==> config.mk <==
export PLATFORM = sky130hd
export DESIGN_NAME = rr_mux4_arbiter_flat
export DESIGN_NICKNAME = d
export VERILOG_FILES = /design/src/rtl/rr_mux4_arbiter_if.sv /design/src/rtl/rr_mux4_arbiter.sv /design/src/flat_wrapper.sv
export SDC_FILE = /design/constraint.sdc
export NUM_CORES = 1
export LEC_CHECK = 0
export BUFFER_PORTS_ARGS = -buffer_cell sky130_fd_sc_hd__buf_2
export CAP_MARGIN = 15
export CORE_UTILIZATION = 43
export CTS_BUF_LIST = sky130_fd_sc_hd__clkbuf_2
export DETAILED_ROUTE_END_ITERATION = 10
export GPL_ROUTABILITY_DRIVEN = 0
export PLACE_DENSITY_LB_ADDON = 0.15
export SYNTH_ARGS = -nofsm -noshare
export SYNTH_HDL_FRONTEND = slang
export SYNTH_SLANG_ARGS = --single-unit
==> constraint.sdc <==
create_clock -name clk -period 1.95 [get_ports clk]
set_input_delay 0.2925 -clock clk [delete_from_list [all_inputs] [get_ports clk]]
set_output_delay 0.2925 -clock clk [all_outputs]
set_load 0.02 [all_outputs]
==> src/rtl/rr_mux4_arbiter_if.sv <==
// Bus bundle for rr_mux4_arbiter: four requesters with data, a one-hot grant
// back to them, and the registered output stage with its valid/ready handshake.
//   req       [3:0]        request per source (0=a, 1=b, 2=c, 3=d)
//   a,b,c,d   [WIDTH-1:0]  source words, stable while the matching req is high
//   gnt       [3:0]        one-cycle one-hot pulse: that source's word was captured
//   sel       [1:0]        index of the source held in the output stage
//   out_data  [WIDTH-1:0]  captured word
//   out_valid              out_data/sel valid
//   out_ready              consumer accepts when out_valid & out_ready
// master: the arbiter side. slave: the environment (requesters + consumer).
interface rr_mux4_arbiter_if #(
  parameter int unsigned WIDTH = 4
);
  logic [3:0]       req;
  logic [WIDTH-1:0] a;
  logic [WIDTH-1:0] b;
  logic [WIDTH-1:0] c;
  logic [WIDTH-1:0] d;
  logic [3:0]       gnt;
  logic [1:0]       sel;
  logic [WIDTH-1:0] out_data;
  logic             out_valid;
  logic             out_ready;

  modport master (
    input  req, a, b, c, d, out_ready,
    output gnt, sel, out_data, out_valid
  );

  modport slave (
    output req, a, b, c, d, out_ready,
    input  gnt, sel, out_data, out_valid
  );
endinterface

==> src/rtl/rr_mux4_arbiter.sv <==
// Round-robin 4:1 arbiter/mux with a single registered output stage.
// A rotating pointer picks the first eligible requester at or after it, the
// winner's word is captured into the output stage, and a one-cycle grant tells
// the source its word was taken. The stage refills back-to-back while the
// consumer is ready.
//   clk   clock, all logic on the rising edge
//   rst   synchronous active-high reset
//   bus   rr_mux4_arbiter_if.master (requests, data, grant, output handshake)
module rr_mux4_arbiter #(
  parameter int unsigned WIDTH = 4
) (
  input logic              clk,
  input logic              rst,
  rr_mux4_arbiter_if.master bus
);

  typedef enum logic [0:0] {StIdle, StFull} state_e;

  state_e           r_state, w_state_d;
  logic [1:0]       r_ptr,   w_ptr_d;
  logic [3:0]       r_gnt,   w_gnt_d;
  logic [1:0]       r_sel,   w_sel_d;
  logic [WIDTH-1:0] r_data,  w_data_d;

  logic [3:0]       w_elig;
  logic [1:0]       w_idx;
  logic [1:0]       w_win;
  logic             w_any;
  logic [WIDTH-1:0] w_word;
  logic             w_capture;

  // A source granted last edge still shows req this cycle; mask it so the
  // same request cannot win twice.
  assign w_elig = bus.req & ~r_gnt;

  // Scan from the highest offset down so the lowest offset from r_ptr wins.
  always_comb begin
    w_idx = 2'd0;
    w_win = 2'd0;
    w_any = 1'b0;
    for (int k = 3; k >= 0; k--) begin
      w_idx = r_ptr + 2'(k);
      if (w_elig[w_idx]) begin
        w_win = w_idx;
        w_any = 1'b1;
      end
    end
  end

  always_comb begin
    w_word = bus.a;
    unique case (w_win)
      2'd0: w_word = bus.a;
      2'd1: w_word = bus.b;
      2'd2: w_word = bus.c;
      2'd3: w_word = bus.d;
    endcase
  end

  // Capture whenever the stage is empty or being drained this edge.
  assign w_capture = w_any && ((r_state == StIdle) || bus.out_ready);

  always_comb begin
    w_state_d = r_state;
    w_ptr_d   = r_ptr;
    w_gnt_d   = 4'b0000;
    w_sel_d   = r_sel;
    w_data_d  = r_data;
    unique case (r_state)
      StIdle: if (w_capture) w_state_d = StFull;
      StFull: if (bus.out_ready && !w_any) w_state_d = StIdle;
    endcase
    if (w_capture) begin
      w_data_d = w_word;
      w_sel_d  = w_win;
      w_gnt_d  = 4'b0001 << w_win;
      w_ptr_d  = w_win + 2'd1;
    end
  end

  always_ff @(posedge clk) begin
    if (rst) begin
      r_state <= StIdle;
      r_ptr   <= 2'd0;
      r_gnt   <= 4'b0000;
      r_sel   <= 2'd0;
      r_data  <= '0;
    end else begin
      r_state <= w_state_d;
      r_ptr   <= w_ptr_d;
      r_gnt   <= w_gnt_d;
      r_sel   <= w_sel_d;
      r_data  <= w_data_d;
    end
  end

  assign bus.gnt       = r_gnt;
  assign bus.sel       = r_sel;
  assign bus.out_data  = r_data;
  assign bus.out_valid = (r_state == StFull);

endmodule
==> src/flat_wrapper.sv <==
// flat-port wrapper written by rule: the top's interface ports become plain ports
module rr_mux4_arbiter_flat 
#(
  parameter int unsigned WIDTH = 4
)
  (clk, rst, bus_req, bus_a, bus_b, bus_c, bus_d, bus_out_ready, bus_gnt, bus_sel, bus_out_data, bus_out_valid);
  rr_mux4_arbiter_if #(.WIDTH(WIDTH)) bus_i ();
  input logic clk;
  input logic rst;
  input wire logic [$bits(bus_i.req)-1:0] bus_req;
  input wire logic [$bits(bus_i.a)-1:0] bus_a;
  input wire logic [$bits(bus_i.b)-1:0] bus_b;
  input wire logic [$bits(bus_i.c)-1:0] bus_c;
  input wire logic [$bits(bus_i.d)-1:0] bus_d;
  input wire logic [$bits(bus_i.out_ready)-1:0] bus_out_ready;
  output wire logic [$bits(bus_i.gnt)-1:0] bus_gnt;
  output wire logic [$bits(bus_i.sel)-1:0] bus_sel;
  output wire logic [$bits(bus_i.out_data)-1:0] bus_out_data;
  output wire logic [$bits(bus_i.out_valid)-1:0] bus_out_valid;
  assign bus_i.req = bus_req;
  assign bus_i.a = bus_a;
  assign bus_i.b = bus_b;
  assign bus_i.c = bus_c;
  assign bus_i.d = bus_d;
  assign bus_i.out_ready = bus_out_ready;
  assign bus_gnt = bus_i.gnt;
  assign bus_sel = bus_i.sel;
  assign bus_out_data = bus_i.out_data;
  assign bus_out_valid = bus_i.out_valid;
  rr_mux4_arbiter #(.WIDTH(WIDTH)) u_core (.clk(clk), .rst(rst), .bus(bus_i));
endmodule
==> flow_summary_export.csv <==
group,metric,value,unit
detailed_routing,ant_nets,0,
synth,synth-async-reset-ratio,0,%
global_route,grt_antenna_before_repair,0,
synth,yosysSeqAreaShare,35.2,%
timing,skew,0.00447,ns
global_route,grt_pass1_wl,2800,µm
critical_path,path_delay_family,"compound AO/OA/AOI/OAI gates",
placement,place_area,991,µm²
critical_path,reg2reg_slack,-0.04,ns
placement,place_hpwl,1340,µm
clock_network,clk_pin_slew,0.12,ns
worst_hold_path,hold_path.class,"in2reg",
global_route,overflow,0,
clock_network,postCtsHoldBufs,0,
die,design.core.area,1560,µm²
critical_path,crit_chain,"and2b_1 -> nor3b_2 -> o31ai_4 -> inv_2 -> ha_4 -> a222oi_1 -> o21ai_1 -> mux2i_1 -> nor2_1",
timing,rsz0062_at_grt,"true",
global_route,grt_pass1_vias,675,
synth,yosys.area.top_type,"dfxtp_1",
detailed_routing,num_vias,735,
clock_network,clock_sinks,13,
power_and_ir_drop,switching_share,38.6,%
die,initial_utilization,47.4,%
run_status,status,"complete, but fails checks",
clock_network,clock_latency,0.27,ns
final_layout,fin_util,67.6,%
clock_network,cts_tree,"yes",
final_layout,drive_gt1_share,55.8,%
critical_path,critPathCaptureType,"flop",
synth,synthesis.nets,100,
clock_network,cts_max_level,1,
critical_path,crit_fanout,4,
final_layout,final_cell_area,1050,µm²
timing,min_period,1.99,ns
critical_path,path_buf_inv,1,
clock_network,cts_buffer_depth,2,
final_layout,antenna_cells,0,
timing,max_slew.worst_pin.slew,0.432,ns
synth,syn_area,739,µm²
detailed_routing,drc,2,
power_and_ir_drop,pwr-share-clk,12.4,%
synth,synth_area_per_cell,10.1,µm²
timing,maxSlewViolCount,0,
job,drv_cap,0,
timing,setup_slack,-0.0418,ns
power_and_ir_drop,p_switching,0.430,mW
synth,synthCells,73,
power_and_ir_drop,p_comb_share,54.7,%
synth,yosysWarnings,0,
die,die_x,43.5,µm
final_layout,nFillCells,134,
timing,hold_viol_final,0,
power_and_ir_drop,irDropWorstVdd,0.000539,V
power_and_ir_drop,leakage,0.509,nW
die,rows,14,
synth,synth-seq-cells,13,
timing,relSlewSlack,71.1,%
timing,fmax,502,MHz
synth,synth-edff-count,0,
critical_path,critical_path_arrival,2.16,ns
critical_path,startpoint_type,"flop",
critical_path,required,2.12,ns
final_layout,seq_area,265,µm²
synth,synth_top_cell_area_share,35.2,%
power_and_ir_drop,powerDensity,1060,nW/µm²
critical_path,crit_slowest_cell,"a222oi_1",
final_layout,flow.area_growth_from_synthesis,42.5,%
detailed_routing,dr.first_iter.drc_count,20,
run_status,violations,"DRC, setup timing",
critical_path,r2r_start,"u_core.bus.gnt[1]$_SDFF_PP0_",
worst_hold_path,hp-start,"rst",
critical_path,startpoint,"u_core.bus.gnt[1]$_SDFF_PP0_",
die,die_h,43.5,µm
final_layout,fin_nets,148,
global_route,grt_start_max_net_pins,11,
final_layout,multiInputGateArea,493,µm²
synth,synth.area.top_cells,"dfxtp_1, ha_1, mux2i_1",
die,pin_count,34,
timing,setup_viol,1,
clock_network,cts_buffers,3,
placement,io_buffer_count,33,
detailed_routing,drt-wirelength-per-cell,12.4,µm
timing,fin_crit_sh,102,%
clock_network,root_buffer,"clkbuf_2",
synth,synth_cell_types,30,
detailed_routing,vias_per_cell,5.40,
timing,finalSetupTns,-0.0418,ns
global_route,grt_usage,20.1,%
power_and_ir_drop,p_seq_share,32.9,%
power_and_ir_drop,p_int,0.685,mW
critical_path,max_stage_delay,0.35,ns
die,dieArea,1890,µm²
detailed_routing,drt-pass1-iter-count,7,
synth,synth_ff_type,"dfxtp_1",
detailed_routing,routed_wl,1680,µm
critical_path,worst-setup-path-type,"reg2reg",
layer usage:
layer | wire length (µm) | track usage, % | up-vias
met5 | 0 | 0 | -
met4 | 33 | 11.3 | 0
met3 | 83 | 2.50 | 5
met2 | 841 | 34.2 | 27
met1 | 723 | 24.3 | 333
li1 | - | - | 370
cells in the mapped netlist, drive strengths merged (2+ instances only):
library cell,n
a222oi,4
a41oi,2
dfxtp,13
ha,4
inv,2
mux2i,5
nand2,5
nand2b,7
nor2,6
nor3,4
o21ai,6
layout by cell type (no fill, tap or decap), drive strengths merged, types with 2 or more instances in the layout:
| master | netlist | routed |
|---|---|---|
| a222oi | 4 | 4 |
| a41oi | 2 | 2 |
| buf | 1 | 44 |
| clkbuf | 0 | 4 |
| dfxtp | 13 | 13 |
| ha | 4 | 4 |
| inv | 2 | 2 |
| mux2i | 5 | 5 |
| nand2 | 5 | 5 |
| nand2b | 7 | 7 |
| nor2 | 6 | 6 |
| nor3 | 4 | 4 |
| o21ai | 6 | 6 |
stage by stage:
| stage | worst slack, ns | hold slack (ns) | power (mW) | cells |
|---|---|---|---|---|
| 6_report | -0.0418 | 0.303 | 1.12 | 136 |
| 5_1_grt | -0.147 | 0.299 | 1.21 | 136 |
| 4_1_cts | -0.0163 | 0.300 | 1.11 | 135 |
| 3_5_place_dp | -0.130 | 0.470 | 0.920 | 129 |
| 3_3_place_gp | -0.0767 | 0.465 | 0.907 | 129 |
| 2_1_floorplan | 0.0129 | 0.506 | 0.732 | 73 |
flip-flops by register name (all words and copies together) (netlist names):
signal                count
u_core.bus.gnt            4
u_core.bus.out_data       4
u_core.bus.sel            2
u_core.r_ptr              2
u_core.bus.out_valid      1
worst paths after layout:
kind | endpoint | cells past startpoint
max reg2reg | u_core.bus.out_data[1]$_SDFFE_PP0P_ | 9
min | u_core.r_ptr[1]$_SDFFE_PP0P_ | 2
min reg2reg | u_core.bus.sel[1]$_SDFFE_PP0P_ | 2
max | u_core.bus.out_data[1]$_SDFFE_PP0P_ | 9
power groups by stage:
stage	logic [mW]	clock network (mW)	registers, mW
2_1_floorplan	0.312	0	0.419
3_3_place_gp	0.539	0	0.368
3_5_place_dp	0.550	0	0.370
4_1_cts	0.597	0.145	0.366
5_1_grt	0.673	0.158	0.378
6_report	0.610	0.138	0.367
worst register-to-register path, cell delays in order, from the launching register on:
cell and delay [ns]:
dfxtp_2 0.34, and2b_1 0.23, nor3b_2 0.07, o31ai_4 0.30
inv_2 0.11, ha_4 0.19, a222oi_1 0.35, o21ai_1 0.12
mux2i_1 0.14, nor2_1 0.05
logic make-up after synthesis:
| group | Yosys count | share of synthesized area [%] |
|---|---|---|
| muxes | 5 | 6.77 |
| AOI/OAI and AO/OA | 20 | 24.7 |
| adders and majority gates | 4 | 6.77 |
| and+or+nand+nor | 28 | 25.0 |
| buffers and inverters | 3 | 1.52 |
| DFF | 13 | 35.2 |
timing repair:
| item | CTS | global route |
|---|---|---|
| endpoints found under the setup margin | 4 | 4 |
| hold endpoints to repair | 0 | 0 |
| pin swaps | 2 | 5 |
| buffers inserted | 2 | 1 |
| resized for setup | 7 | 3 |
cell type report:
cell class	instances	share of cell area, %
multi-input combinational	57	46.8
timing repair buffer	44	23.5
tap	16	1.90
clock buffer	4	1.90
inverter	2	0.713
sequential	13	25.2
(Power assumes the default switching activity.)
